$ cat src/rtl/cpu_ctrl_pkg.sv
// Shared opcodes, control-word bit map and T-state encoding for the bus CPU control unit.
package cpu_ctrl_pkg;

  localparam logic [3:0] OP_NOP = 4'h0;
  localparam logic [3:0] OP_LDA = 4'h1;
  localparam logic [3:0] OP_ADD = 4'h2;
  localparam logic [3:0] OP_SUB = 4'h3;
  localparam logic [3:0] OP_STA = 4'h4;
  localparam logic [3:0] OP_LDI = 4'h5;
  localparam logic [3:0] OP_JMP = 4'h6;
  localparam logic [3:0] OP_JC  = 4'h7;
  localparam logic [3:0] OP_JZ  = 4'h8;
  localparam logic [3:0] OP_OUT = 4'hE;
  localparam logic [3:0] OP_HLT = 4'hF;

  localparam int unsigned HLT = 0;
  localparam int unsigned MI  = 1;
  localparam int unsigned RI  = 2;
  localparam int unsigned RO  = 3;
  localparam int unsigned IO  = 4;
  localparam int unsigned II  = 5;
  localparam int unsigned AI  = 6;
  localparam int unsigned AO  = 7;
  localparam int unsigned EO  = 8;
  localparam int unsigned SU  = 9;
  localparam int unsigned BI  = 10;
  localparam int unsigned OI  = 11;
  localparam int unsigned CE  = 12;
  localparam int unsigned CO  = 13;
  localparam int unsigned J   = 14;
  localparam int unsigned FI  = 15;

  typedef logic [15:0] ctrl_word_t;

  localparam ctrl_word_t CW_HLT = ctrl_word_t'(1) << HLT;
  localparam ctrl_word_t CW_MI  = ctrl_word_t'(1) << MI;
  localparam ctrl_word_t CW_RI  = ctrl_word_t'(1) << RI;
  localparam ctrl_word_t CW_RO  = ctrl_word_t'(1) << RO;
  localparam ctrl_word_t CW_IO  = ctrl_word_t'(1) << IO;
  localparam ctrl_word_t CW_II  = ctrl_word_t'(1) << II;
  localparam ctrl_word_t CW_AI  = ctrl_word_t'(1) << AI;
  localparam ctrl_word_t CW_AO  = ctrl_word_t'(1) << AO;
  localparam ctrl_word_t CW_EO  = ctrl_word_t'(1) << EO;
  localparam ctrl_word_t CW_SU  = ctrl_word_t'(1) << SU;
  localparam ctrl_word_t CW_BI  = ctrl_word_t'(1) << BI;
  localparam ctrl_word_t CW_OI  = ctrl_word_t'(1) << OI;
  localparam ctrl_word_t CW_CE  = ctrl_word_t'(1) << CE;
  localparam ctrl_word_t CW_CO  = ctrl_word_t'(1) << CO;
  localparam ctrl_word_t CW_J   = ctrl_word_t'(1) << J;
  localparam ctrl_word_t CW_FI  = ctrl_word_t'(1) << FI;

  typedef enum logic [2:0] {
    T0 = 3'd0,
    T1 = 3'd1,
    T2 = 3'd2,
    T3 = 3'd3,
    T4 = 3'd4
  } t_state_e;

endpackage

$ cat src/rtl/control_sequencer_if.sv
// Sequencer-side signals: step control, decoded inputs and the control word it drives.
interface control_sequencer_if;
  import cpu_ctrl_pkg::*;

  logic       step_en;
  logic [3:0] opcode;
  logic       cf;
  logic       zf;
  ctrl_word_t ctrl_word;
  logic [2:0] t_step;
  logic       halted;

  modport master (
    output step_en, opcode, cf, zf,
    input  ctrl_word, t_step, halted
  );

  modport slave (
    input  step_en, opcode, cf, zf,
    output ctrl_word, t_step, halted
  );

endinterface

$ cat src/rtl/microcode_rom.sv
// Combinational microcode table: T-state, opcode and flags to one control word plus last-step flag.
module microcode_rom
  import cpu_ctrl_pkg::*;
(
  input  t_state_e   t_step_i,
  input  logic [3:0] opcode_i,
  input  logic       cf_i,
  input  logic       zf_i,
  output ctrl_word_t ctrl_o,
  output logic       last_o
);

  always_comb begin
    ctrl_o = '0;
    case (t_step_i)
      T0: ctrl_o = CW_CO | CW_MI;
      T1: ctrl_o = CW_RO | CW_II | CW_CE;
      T2: begin
        case (opcode_i)
          OP_LDA, OP_ADD, OP_SUB, OP_STA: ctrl_o = CW_IO | CW_MI;
          OP_LDI: ctrl_o = CW_IO | CW_AI;
          OP_JMP: ctrl_o = CW_IO | CW_J;
          OP_JC:  ctrl_o = cf_i ? (CW_IO | CW_J) : '0;
          OP_JZ:  ctrl_o = zf_i ? (CW_IO | CW_J) : '0;
          OP_OUT: ctrl_o = CW_AO | CW_OI;
          OP_HLT: ctrl_o = CW_HLT;
          default: ctrl_o = '0;
        endcase
      end
      T3: begin
        case (opcode_i)
          OP_LDA:         ctrl_o = CW_RO | CW_AI;
          OP_ADD, OP_SUB: ctrl_o = CW_RO | CW_BI;
          OP_STA:         ctrl_o = CW_AO | CW_RI;
          default:        ctrl_o = '0;
        endcase
      end
      T4: begin
        case (opcode_i)
          OP_ADD:  ctrl_o = CW_EO | CW_AI | CW_FI;
          OP_SUB:  ctrl_o = CW_EO | CW_AI | CW_SU | CW_FI;
          default: ctrl_o = '0;
        endcase
      end
      default: ctrl_o = '0;
    endcase
  end

  // Last active step only matters once execute has started; fetch steps never end an instruction.
  always_comb begin
    case (opcode_i)
      OP_LDA, OP_STA: last_o = (t_step_i == T3);
      OP_ADD, OP_SUB: last_o = (t_step_i == T4);
      default:        last_o = (t_step_i == T2);
    endcase
  end

endmodule

$ cat src/rtl/control_sequencer.sv
// T-state sequencer: steps fetch/execute, latches HLT, and gates the microcode word.
module control_sequencer
  import cpu_ctrl_pkg::*;
#(
  parameter bit EARLY_END = 1'b0
) (
  input  logic                CLK,
  input  logic                RST,
  control_sequencer_if.slave  bus_io
);

  t_state_e   t_q, t_d;
  logic       halted_q, halted_d;
  ctrl_word_t rom_ctrl;
  logic       rom_last;

  microcode_rom u_rom (
    .t_step_i (t_q),
    .opcode_i (bus_io.opcode),
    .cf_i     (bus_io.cf),
    .zf_i     (bus_io.zf),
    .ctrl_o   (rom_ctrl),
    .last_o   (rom_last)
  );

  always_ff @(posedge CLK or posedge RST) begin
    if (RST) begin
      t_q      <= T0;
      halted_q <= 1'b0;
    end else begin
      t_q      <= t_d;
      halted_q <= halted_d;
    end
  end

  always_comb begin
    t_d      = t_q;
    halted_d = halted_q;
    if (bus_io.step_en && !halted_q) begin
      if ((rom_ctrl & CW_HLT) != '0) begin
        halted_d = 1'b1;
        t_d      = T0;
      end else if (EARLY_END ? rom_last : (t_q == T4)) begin
        t_d = T0;
      end else begin
        t_d = t_state_e'(t_q + 3'd1);
      end
    end
  end

  always_comb begin
    if (!bus_io.step_en) begin
      bus_io.ctrl_word = '0;
    end else if (halted_q) begin
      bus_io.ctrl_word = CW_HLT;
    end else begin
      bus_io.ctrl_word = rom_ctrl;
    end
    bus_io.t_step = t_q;
    bus_io.halted = halted_q;
  end

endmodule

$ cat src/flat_wrapper.sv
// flat-port wrapper written by rule: the top's interface ports become plain ports
module control_sequencer_flat import cpu_ctrl_pkg::*;
#(
  parameter bit EARLY_END = 1'b0
)
  (CLK, RST, bus_io_step_en, bus_io_opcode, bus_io_cf, bus_io_zf, bus_io_ctrl_word, bus_io_t_step, bus_io_halted);
  control_sequencer_if bus_io_i ();
  input  logic CLK;
  input  logic RST;
  input wire logic [$bits(bus_io_i.step_en)-1:0] bus_io_step_en;
  input wire logic [$bits(bus_io_i.opcode)-1:0] bus_io_opcode;
  input wire logic [$bits(bus_io_i.cf)-1:0] bus_io_cf;
  input wire logic [$bits(bus_io_i.zf)-1:0] bus_io_zf;
  output wire logic [$bits(bus_io_i.ctrl_word)-1:0] bus_io_ctrl_word;
  output wire logic [$bits(bus_io_i.t_step)-1:0] bus_io_t_step;
  output wire logic [$bits(bus_io_i.halted)-1:0] bus_io_halted;
  assign bus_io_i.step_en = bus_io_step_en;
  assign bus_io_i.opcode = bus_io_opcode;
  assign bus_io_i.cf = bus_io_cf;
  assign bus_io_i.zf = bus_io_zf;
  assign bus_io_ctrl_word = bus_io_i.ctrl_word;
  assign bus_io_t_step = bus_io_i.t_step;
  assign bus_io_halted = bus_io_i.halted;
  control_sequencer #(.EARLY_END(EARLY_END)) u_core (.CLK(CLK), .RST(RST), .bus_io(bus_io_i));
endmodule
$ cat config.mk
export PLATFORM = sky130hd
export DESIGN_NAME = control_sequencer_flat
export DESIGN_NICKNAME = d
export VERILOG_FILES = /design/src/rtl/cpu_ctrl_pkg.sv /design/src/rtl/control_sequencer_if.sv /design/src/rtl/microcode_rom.sv /design/src/rtl/control_sequencer.sv /design/src/flat_wrapper.sv
export SDC_FILE = /design/constraint.sdc
export NUM_CORES = 1
export LEC_CHECK = 0
export ABC_AREA = 1
export CAP_MARGIN = 20
export CORE_MARGIN = 2
export CORE_UTILIZATION = 35
export DETAILED_ROUTE_END_ITERATION = 7
export GPL_TIMING_DRIVEN = 0
export PLACE_DENSITY = 0.74
export REMOVE_ABC_BUFFERS = 1
export SYNTH_ARGS = -nofsm -noshare
export SYNTH_HDL_FRONTEND = slang
export SYNTH_SLANG_ARGS = --single-unit
$ cat constraint.sdc
create_clock -name CLK -period 1.75 [get_ports CLK]
set_clock_uncertainty 0.2 [all_clocks]
set_input_delay 0.35 -clock CLK [delete_from_list [all_inputs] [get_ports CLK]]
set_output_delay 0.35 -clock CLK [all_outputs]
set_load 0.005 [all_outputs]
# == Word-level counts from Yosys, hierarchy flattened ==
# Index checks and enable logic that the tools add are counted.
# op_classes
addsub,1
eq_ne,14
mux,10
n_reduce_logical,6
# op_table
cell,n
$pmux 16 s7,1
$pmux 16 s5,1
$pmux 11 s3,1
$mux 16,2
$pmux 16 s2,1
$mux 15,2
$eq 4x3->1 const B,4
$eq 4x4->1 const B,3
$eq 4x2->1 const B,2
$eq 3x2->1 const B,2
$mux 3,2
$eq 4x1->1 const B,1
$reduce_or 4->1,1
$add 3x1->3 const B,1
$eq 3x1->1 const B,1
$eq 3x3->1 const B,1
$logic_not 3->1,1
$reduce_and 2->1,1
$reduce_or 2->1,1
$logic_and 1x1->1,1
$logic_not 1->1,1
# word_totals
register_bits,4
in_bits,9
out_inout_bits,20
word_cells,33

# == Longest topological paths before layout ==
# Gate-level depths: netlist (run 1).
# depth
depth_word,6
ltp_mapped,9
mapped_depth_nobuf,8

# == Modules after synthesis ==
# From an unflattened synthesis (run 1), not the netlist that was laid out.
# unflattened
hier_cells,126
area_unflattened_um2,666.9
# by_module_without_submodules
mod,instances,cells_per_inst,area_each_um2,seq_area_each_um2
control_sequencer,1,61,365.4,100.1
microcode_rom,1,65,301.5,0.0

# == Worst setup path after synthesis (run 1) ==
# OpenSTA, ideal clock, no wires.
# synth_timing
kind,flip-flop to output port
from,register u_core.t_q[0] (netlist: u_core.bus_io.t_step[0])
to,output bus_io_ctrl_word[15]
arrival_time_ns,1.329
required_time_ns,1.200
slack_ns,-0.129
stages_incl_launch_ff,8
path_buffers,1
path_cell_list,dfrtp_1 ha_1 ha_1 nor2_1 nand3_1 nand2_1 nor2_1 buf_4
# synth_between
elab_chain_len,4
word_cells_on_any_way,8
classes_between,4 x eq/ne; 3 x mux; 1 x reduce/logical
# synth_rtl
element,line_no,rtl
"start, declared",control_sequencer.sv:12,"t_state_e t_q, t_d;"
"start signal, assigned",control_sequencer.sv:31,t_q <= t_d;
$eq 3x3->1 (tied with other cells),microcode_rom.sv:15,case (t_step_i)
$pmux 16 s5 *,microcode_rom.sv:15,
$mux 16 *,control_sequencer.sv:54,end else if (halted_q) begin
$mux 16 *,control_sequencer.sv:52,if (!bus_io.step_en) begin
"end, declared",flat_wrapper.sv:14,output wire logic [$bits(bus_io_i.ctrl_word)-1:0] bus_io_ctrl_word;
# Mark *: on every way between the ends. The rest lies on a longest branch, timed or not.

# == Worst setup path after layout (run 1) ==
# layout_timing
from,register u_core.t_q[0] (netlist: u_core.bus_io.t_step[0])
to,output bus_io_ctrl_word[14]
# The elaborated chain is that of the path after synthesis.

==> results of run 1 <==
[placed cells by master, fill, tap and decap left out, types with 2 or more instances in the layout]
cell type         n
dlygate4sd2_1     7
nand3_1           9
buf_6             9
clkbuf_4          3
buf_4            14
nand2_1          10
dfrtp_2           3
o21ai_0           4
inv_1             8
ha_4              3
nand2_2           8
nor2_4            3
a21oi_2           3
inv_2             9
buf_2            12
clkdlybuf4s50_1   5
ha_2              2
nor2_1           11
nor3_4            2
nor2_2            5
[worst max-delay path: cells and delay by family (launching register included)]
family	cells	cell delay (ns)
AOI/OAI and AO/OA	1	0.14
adders and majority gates	1	0.12
buffers and inverters	4	0.37
DFF	1	0.43
and+or+nand+nor	3	0.37
[final timing paths]
path / startpoint / slack [ns] / endpoint / depth (start not counted)
min: RST / 0.09 / u_core.bus_io.halted / 2
max reg2reg: u_core.bus_io.t_step[0] / 0.07 / u_core.bus_io.t_step[0] / 9
max in group asynchronous: RST / 1.09 / u_core.bus_io.t_step[1] / 2
min reg2reg: u_core.bus_io.halted / 0.47 / u_core.bus_io.t_step[2] / 3
max: u_core.bus_io.t_step[0] / -0.46 / bus_io_ctrl_word[14] / 9
min in group CLK: bus_io_step_en / 0.45 / u_core.bus_io.halted / 4
[cell usage after synthesis]
master	count	share of area, %
nor2_1	14	9.1
o21bai_1	1	1.3
inv_2	3	2.0
inv_1	14	9.1
nor3_2	3	5.2
a21oi_1	3	2.6
nor2_4	2	3.9
nand3_1	10	8.7
buf_4	2	2.6
ha_1	5	11
or2_1	1	1.1
nand2_2	3	3.3
dfrtp_1	4	17
o21ai_1	1	0.87
nand2_1	16	10
o21ai_0	4	3.5
a21oi_2	1	1.5
o21ai_2	1	1.5
nand4_1	1	1.1
nor2_2	3	3.3
nor3_1	1	0.87
[routing by layer]
layer / part of all wire [%] / up-vias
met5: 0 / -
met4: 2.2 / 0
met3: 7.6 / 6
met2: 53 / 45
met1: 38 / 396
li1: - / 391
[sequential cells by signal (all words and copies together), names as in the netlist]
name                  count
u_core.bus_io.halted      1
u_core.bus_io.t_step      3
[cell type report]
class / instances / area, sq um
multi-input cells: 70 / 498
fillers: 125 / 409
repair buffers: 50 / 407
flip-flops and latches: 4 / 104
inverters: 17 / 63.8
clock buffers: 3 / 22.5
well taps: 16 / 20.0
[cells by family after synthesis]
logic type / Yosys count / synth area share (%)
AOI/OAI and AO/OA: 11 / 11.3
adders and majority gates: 5 / 10.8
buffers and inverters: 19 / 13.7
DFF: 4 / 17.4
and+or+nand+nor: 54 / 46.9
[through the flow]
step / setup slack (ns) / instance area (sq um) / util (%)
final: -0.461 / 1110 / 73.2
after global routing: -0.571 / 1110 / 73.2
after CTS: -0.448 / 1030 / 67.5
after detailed placement: -0.818 / 862 / 56.6
after global placement: -0.804 / 862 / 56.6
after floorplan: -0.0111 / 562 / -
[power groups by stage]
stage	combinational, mW	sequential (mW)	clock, mW
after floorplan	0.0485	0.103	0
after global placement	0.0889	0.103	0
after detailed placement	0.0903	0.103	0
after CTS	0.111	0.103	0.119
after global routing	0.146	0.104	0.127
final	0.136	0.103	0.110
[what timing repair did]
item                                    in CTS  in global routing
pin swaps                                   16                  8
buffers inserted                            18                  6
endpoints found under the setup margin      17                 19
cloned                                       0                  0
gates resized for setup                     84                 24
hold buffers                                 0                  0
==> impl_metrics.ini, run 1 <==
[floorplan]
dieWidth_um = 44.6
start_util_pct = 37.8
dieHeight_um = 44.6
ios = 29
row_count = 14
core_sq_um = 1520
dieArea_sq_um = 1990

[critical_path]
critPathRequiredTime_ns = 1.20
critPathKind = reg -> out
cp-end-kind = output port
crit_top_cell = inv_2
critPathLaunchType = register
slowest_delay_ns = 0.43
worstPathArrival_ns = 1.66
critical-path-slowest-cell = dfrtp_2
crit_path_cell_trace = inv_2 -> ha_4 -> inv_2 -> nor2_4 -> nand2_2 -> buf_6 -> o21bai_1 -> nor2_1 -> buf_2
path_max_fanout = 5

[global_routing]
grt_pass1_vias = 758
grtUsageTotal_pct = 21.1
grt_max_degree = 7
grt_pass1_wl_um = 3040
grt.met1_usage_pct = 22.6
grt-ovfl-total = 0
use_met2_pct = 38.0
grt_busiest_layer = met2
grt_antenna_before_repair = 0
grtUsageMet3_pct = 3.67

[timing]
final_max_slew_viol_count = 0
final.min_clock_period_ns = 2.21
worst_slew_pin_slew_ns = 0.313
hold_violations = 0
clock.fmax_ghz = 0.452
grt_setup_unrepaired = yes
finalSetupViolCount = 16
fin_ws_ns = -0.461
slew_headroom_pct = 79.1
finalCritPeriodShare_pct = 126
fin_hold_ws_ns = 0.0942
setup_tns_ns = -5.14

[drt]
detail-route-antenna-nets = 0
drc = 0
vias_per_cell = 5.24
via_count = 838
first_pass_iters = 4
wl_per_cell_um = 14.1
wl_um = 2260
drtIter0Drc = 28

[final_layout]
area_growth_pct = 93.3
antenna_cells = 0
num-nets-final = 160
instances_no_fill = 160
drive_above_1_share_pct = 56.9

[clock_network]
cts_max_level = 1
clk_pin_slew_ns = 0.04
cts.path.max_buffers = 2
cts-root-buf = clkbuf_4
cts_tree = yes
cts_buffers = 3
cts_sinks = 4
clk-insertion-delay-late_ns = 0.23

[power_and_ir_drop]
switching_share_pct = 32.4
ir_drop_v = 0.000345
power.leakage_nw = 0.569
fin_total_pwr_uw = 349
power_frac_clock_pct = 31.5
powerDensity_nw_per_um2 = 313
power_frac_seq_pct = 29.6
p_int_uw = 236
p_sw_uw = 113
pwr-share-comb_pct = 38.9

[yosys]
syn_avg_cell_area_sq_um = 6.20
synthCells = 93
synth_area_sq_um = 577
yosys_warnings = 0
ys_seq_elements = 4
yosysSeqAreaShare_pct = 17.4
synth.distinct_cells = 21

[placed_design]
hpwl_um = 1190
dp_cells = 135
place.port_buffers = 28
place_congestion = 0.790

[outcome]
status = complete, but fails checks
violations = setup timing

[job]
cap_violations = 0

[min_path]
worstHoldPathType = in -> async
Note: power is estimated with default switching activity, not from simulation.
==> run 2: changes to the inputs <==
--- a/config.mk
+++ b/config.mk
@@ -13,6 +13,7 @@
 export GPL_TIMING_DRIVEN = 0
 export PLACE_DENSITY = 0.74
 export REMOVE_ABC_BUFFERS = 1
+export SKIP_CTS_REPAIR_TIMING = 1
 export SYNTH_ARGS = -nofsm -noshare
 export SYNTH_HDL_FRONTEND = slang
 export SYNTH_SLANG_ARGS = --single-unit
==> impl_metrics.ini, run 2 (synthesis gave the netlist of run 1 again) <==
[critical_path]
r2r_setup_slack_ns = 0.19
cp-end-kind = output port
r2r-start = u_core.bus_io.t_step[0]
path_max_fanout = 4
crit_family = buffers and inverters
reg2reg_depth = 8
critical-path-slowest-cell = dfrtp_1
crit_path_cell_trace = inv_2 -> ha_4 -> inv_2 -> nor2_4 -> buf_6 -> buf_6 -> nand2_4 -> nand2_2 -> nand3_2 -> a21oi_2 -> clkbuf_2
critPathLaunchType = register
worstPathArrival_ns = 1.72
r2r-end = u_core.bus_io.t_step[2]
critPathKind = reg -> out
critPathRequiredTime_ns = 1.20
slowest_delay_ns = 0.42
path_buf_inv = 5

[timing]
finalCritPeriodShare_pct = 130
finalSetupViolCount = 16
final.min_clock_period_ns = 2.27
fin_hold_ws_ns = 0.0963
grt_setup_unrepaired = yes
slew_headroom_pct = 78.0
setup_tns_ns = -5.40
worst_slew_pin_slew_ns = 0.330
hold_violations = 0
final_max_slew_viol_count = 0
clock.fmax_ghz = 0.440
fin_ws_ns = -0.523

[clock_network]
cts_tree = yes
clk-insertion-delay-late_ns = 0.23
cts-root-buf = clkbuf_4
clk_pin_slew_ns = 0.04
cts.path.max_buffers = 2
cts_buffers = 3
cts_sinks = 4
cts_max_level = 1

[floorplan]
dieWidth_um = 44.6
row_count = 14
dieHeight_um = 44.6
core_sq_um = 1520
dieArea_sq_um = 1990
start_util_pct = 37.8
ios = 29

[power_and_ir_drop]
p_int_uw = 232
ir_drop_v = 0.000339
power_frac_clock_pct = 32.1
switching_share_pct = 32.0
powerDensity_nw_per_um2 = 299
power.leakage_nw = 0.759
p_sw_uw = 109
pwr-share-comb_pct = 38.0
power_frac_seq_pct = 29.9

[global_routing]
grt_pass1_vias = 610
grt_pass1_wl_um = 2330
grt-ovfl-total = 0
grtUsageTotal_pct = 15.9
grt_max_degree = 11
grt_antenna_before_repair = 0

[final_layout]
drive_above_1_share_pct = 50.0
final_core_util_pct = 74.9
num-nets-final = 156
area_growth_pct = 97.8
instances_no_fill = 156
num-fill-cells = 125
final_cell_mix = buf_4 (15), dlymetal6s2s_1 (14), nor2_1 (11)
final_common_cell = buf_4
fin_area_sq_um = 1140
antenna_cells = 0
largest_reg_flops = 3

[drt]
wl_um = 2030
via_count = 787
wl_per_cell_um = 13.0
first_pass_iters = 4
drtIter0Drc = 27
vias_per_cell = 5.04
detail-route-antenna-nets = 0
drc = 0

[outcome]
status = complete, but fails checks
violations = setup timing

[placed_design]
place_congestion = 0.790
placed_cell_area_sq_um = 862
place.port_buffers = 28
hpwl_um = 1190
dp_cells = 135

[min_path]
worstHoldPathType = in -> async

[job]
cap_violations = 0
==> run 2: power groups by stage <==
stage               Clock, mW  Sequential (mW)  Combinational [mW]
floorplan                   0            0.103              0.0485
global placement            0            0.103              0.0889
detailed placement          0            0.103              0.0903
CTS                     0.119            0.102              0.0908
global route            0.127            0.102               0.140
finish                  0.110            0.102               0.130
==> run 2: worst reg2reg max path: stages, from the launching register on <==
cell and delay [ns]:
dfrtp_1 0.41, inv_2 0.08, buf_4 0.15, ha_4 0.16
nand2_1 0.12, inv_1 0.05, nor2_1 0.11, nand3_1 0.10
o21ai_0 0.09
==> run 2: routing by layer <==
| metal | global-route usage [%] | vias to the layer above | share of wire (%) | wire [um] |
|---|---|---|---|---|
| li1 | - | 386 | - | - |
| met1 | 18.7 | 349 | 35 | 716 |
| met2 | 26.4 | 46 | 52 | 1050 |
| met3 | 3.27 | 6 | 9.9 | 201 |
| met4 | 9.09 | 0 | 2.8 | 57 |
| met5 | 0 | - | 0 | 0 |
==> run 2: cell type report <==
| cell class | instances | area, sq um | share of cell area (%) |
|---|---|---|---|
| clock buffer | 3 | 22.5 | 1.97 |
| inverter | 17 | 63.8 | 5.59 |
| multi-input combinational | 70 | 500 | 43.9 |
| timing repair buffer | 46 | 432 | 37.8 |
| sequential | 4 | 103 | 8.99 |
| tap | 16 | 20.0 | 1.75 |
==> run 2: worst max-delay path by stage <==
stage | from | to | slack (ns) | depth (start not counted)
after detailed placement | bus_io_step_en | bus_io_ctrl_word[14] | -0.82 | 7
after CTS | u_core.bus_io.t_step[0] | bus_io_ctrl_word[3] | -0.88 | 9
final | u_core.bus_io.t_step[0] | bus_io_ctrl_word[6] | -0.52 | 11
after global placement | bus_io_opcode[2] | bus_io_ctrl_word[1] | -0.80 | 7
after global routing | u_core.bus_io.t_step[0] | bus_io_ctrl_word[6] | -0.59 | 11
after floorplan | u_core.bus_io.t_step[0] | bus_io_ctrl_word[15] | -0.01 | 8
==> run 2: stage by stage <==
| step | total power [mW] | setup slack [ns] |
|---|---|---|
| after detailed placement | 0.194 | -0.818 |
| after CTS | 0.312 | -0.876 |
| after global routing | 0.370 | -0.591 |
| after global placement | 0.192 | -0.804 |
| after floorplan | 0.151 | -0.0111 |
| final | 0.342 | -0.523 |
==> run 3: changes to the inputs <==
--- a/config.mk
+++ b/config.mk
@@ -12,6 +12,7 @@
 export DETAILED_ROUTE_END_ITERATION = 7
 export GPL_TIMING_DRIVEN = 0
 export PLACE_DENSITY = 0.74
+export RECOVER_POWER = 25
 export REMOVE_ABC_BUFFERS = 1
 export SKIP_CTS_REPAIR_TIMING = 1
 export SYNTH_ARGS = -nofsm -noshare
==> impl_metrics.ini, run 3 (synthesis gave the netlist of run 1 again) <==
[final_layout]
area_growth_pct = 97.8
drive_above_1_share_pct = 50.0
final_common_cell = buf_4
layout.area.seq_sq_um = 103
num-fill-cells = 125
num-nets-final = 156
final_cell_mix = buf_4 (15), dlymetal6s2s_1 (14), nor2_1 (11)
antenna_cells = 0
largest_reg_flops = 3
final_core_util_pct = 74.9
instances_no_fill = 156
multi_input_area_sq_um = 500

[power_and_ir_drop]
fin_total_pwr_uw = 341
power.leakage_nw = 0.760
ir_drop_v = 0.000339
powerDensity_nw_per_um2 = 299

[floorplan]
dieArea_sq_um = 1990
dieHeight_um = 44.6
dieWidth_um = 44.6
core_sq_um = 1520
ios = 29
start_util_pct = 37.8
row_count = 14

[clock_network]
cts_sinks = 4
cts_tree = yes
clk-insertion-delay-late_ns = 0.23
cts.path.max_buffers = 2
cts_buffers = 3
cts_max_level = 1
clk_pin_slew_ns = 0.04
cts-root-buf = clkbuf_4

[critical_path]
cp-end-kind = output port
critPathRequiredTime_ns = 1.20
critPathLaunchType = register
worstPathArrival_ns = 1.72
path_max_fanout = 4
critPathKind = reg -> out

[timing]
final_max_slew_viol_count = 0
clock.fmax_ghz = 0.440
worst_slew_pin_slew_ns = 0.330
slew_headroom_pct = 78.0
fin_ws_ns = -0.523
final.min_clock_period_ns = 2.27
setup_tns_ns = -5.40
hold_violations = 0
finalCritPeriodShare_pct = 130
grt_setup_unrepaired = yes
finalSetupViolCount = 16

[min_path]
worstHoldPathType = in -> async

[drt]
wl_per_cell_um = 13.0
first_pass_iters = 4
vias_per_cell = 5.04
drc = 0
wl_um = 2030
via_count = 787
detail-route-antenna-nets = 0
drtIter0Drc = 27

[global_routing]
grt_max_degree = 11
grt-ovfl-total = 0
grtUsageTotal_pct = 15.9
grt_pass1_wl_um = 2330
grt_antenna_before_repair = 0
grt_pass1_vias = 610

[placed_design]
dp_cells = 135
place.port_buffers = 28
hpwl_um = 1190
place_congestion = 0.790

[outcome]
violations = setup timing
status = complete, but fails checks

[job]
cap_violations = 0
run 3: layer usage:
layer	vias up	global-route usage [%]	routed length (um)
met5	-	0	0
met4	0	9.09	57
met3	6	3.27	201
met2	46	26.4	1050
met1	349	18.7	717
li1	386	-	-
run 3: worst max-delay path, cell delays in order (launching register included):
cell and delay (ns):
dfrtp_1 0.42, inv_2 0.11, ha_4 0.13, inv_2 0.04, nor2_4 0.16, buf_6 0.14, buf_6 0.09, nand2_4 0.04
nand2_2 0.06, nand3_2 0.06, a21oi_2 0.13, clkbuf_2 0.12
run 3: area by class of cell:
cell class                 instances  area share [%]
clock buffer                       3            1.97
tap                               16            1.75
multi-input combinational         70            43.9
inverter                          17            5.59
sequential                         4            8.99
timing repair buffer              46            37.8
run 3: metrics by stage:
| step | worst slack [ns] | hold slack (ns) | cell area [sq um] |
|---|---|---|---|
| final | -0.523 | 0.234 | 1140 |
| after global routing | -0.591 | 0.241 | 1140 |
| after CTS | -0.876 | 0.0853 | 885 |
| after detailed placement | -0.818 | 0.339 | 862 |
| after global placement | -0.804 | 0.335 | 862 |
| after floorplan | -0.0111 | -0.0839 | 562 |
run 3: path summary, 6_finish.rpt:
check	start	cells past startpoint	endpoint	slack, ns
worst max-delay path	u_core.bus_io.t_step[0]	11	bus_io_ctrl_word[6]	-0.52
worst min-delay path	RST	2	u_core.bus_io.halted	0.23
worst max register to register	u_core.bus_io.t_step[0]	8	u_core.bus_io.t_step[2]	0.19
worst min register to register	u_core.bus_io.halted	2	u_core.bus_io.halted	0.41
max in group asynchronous	RST	2	u_core.bus_io.t_step[1]	0.95
min in group CLK	bus_io_step_en	3	u_core.bus_io.halted	0.25
run 3: where the power goes:
part / total [mW] / internal (mW) / switching, mW
sequential: 0.102 / 0.0971 / 0.00514
clock: 0.110 / 0.0764 / 0.0333
combinational: 0.129 / 0.0586 / 0.0708
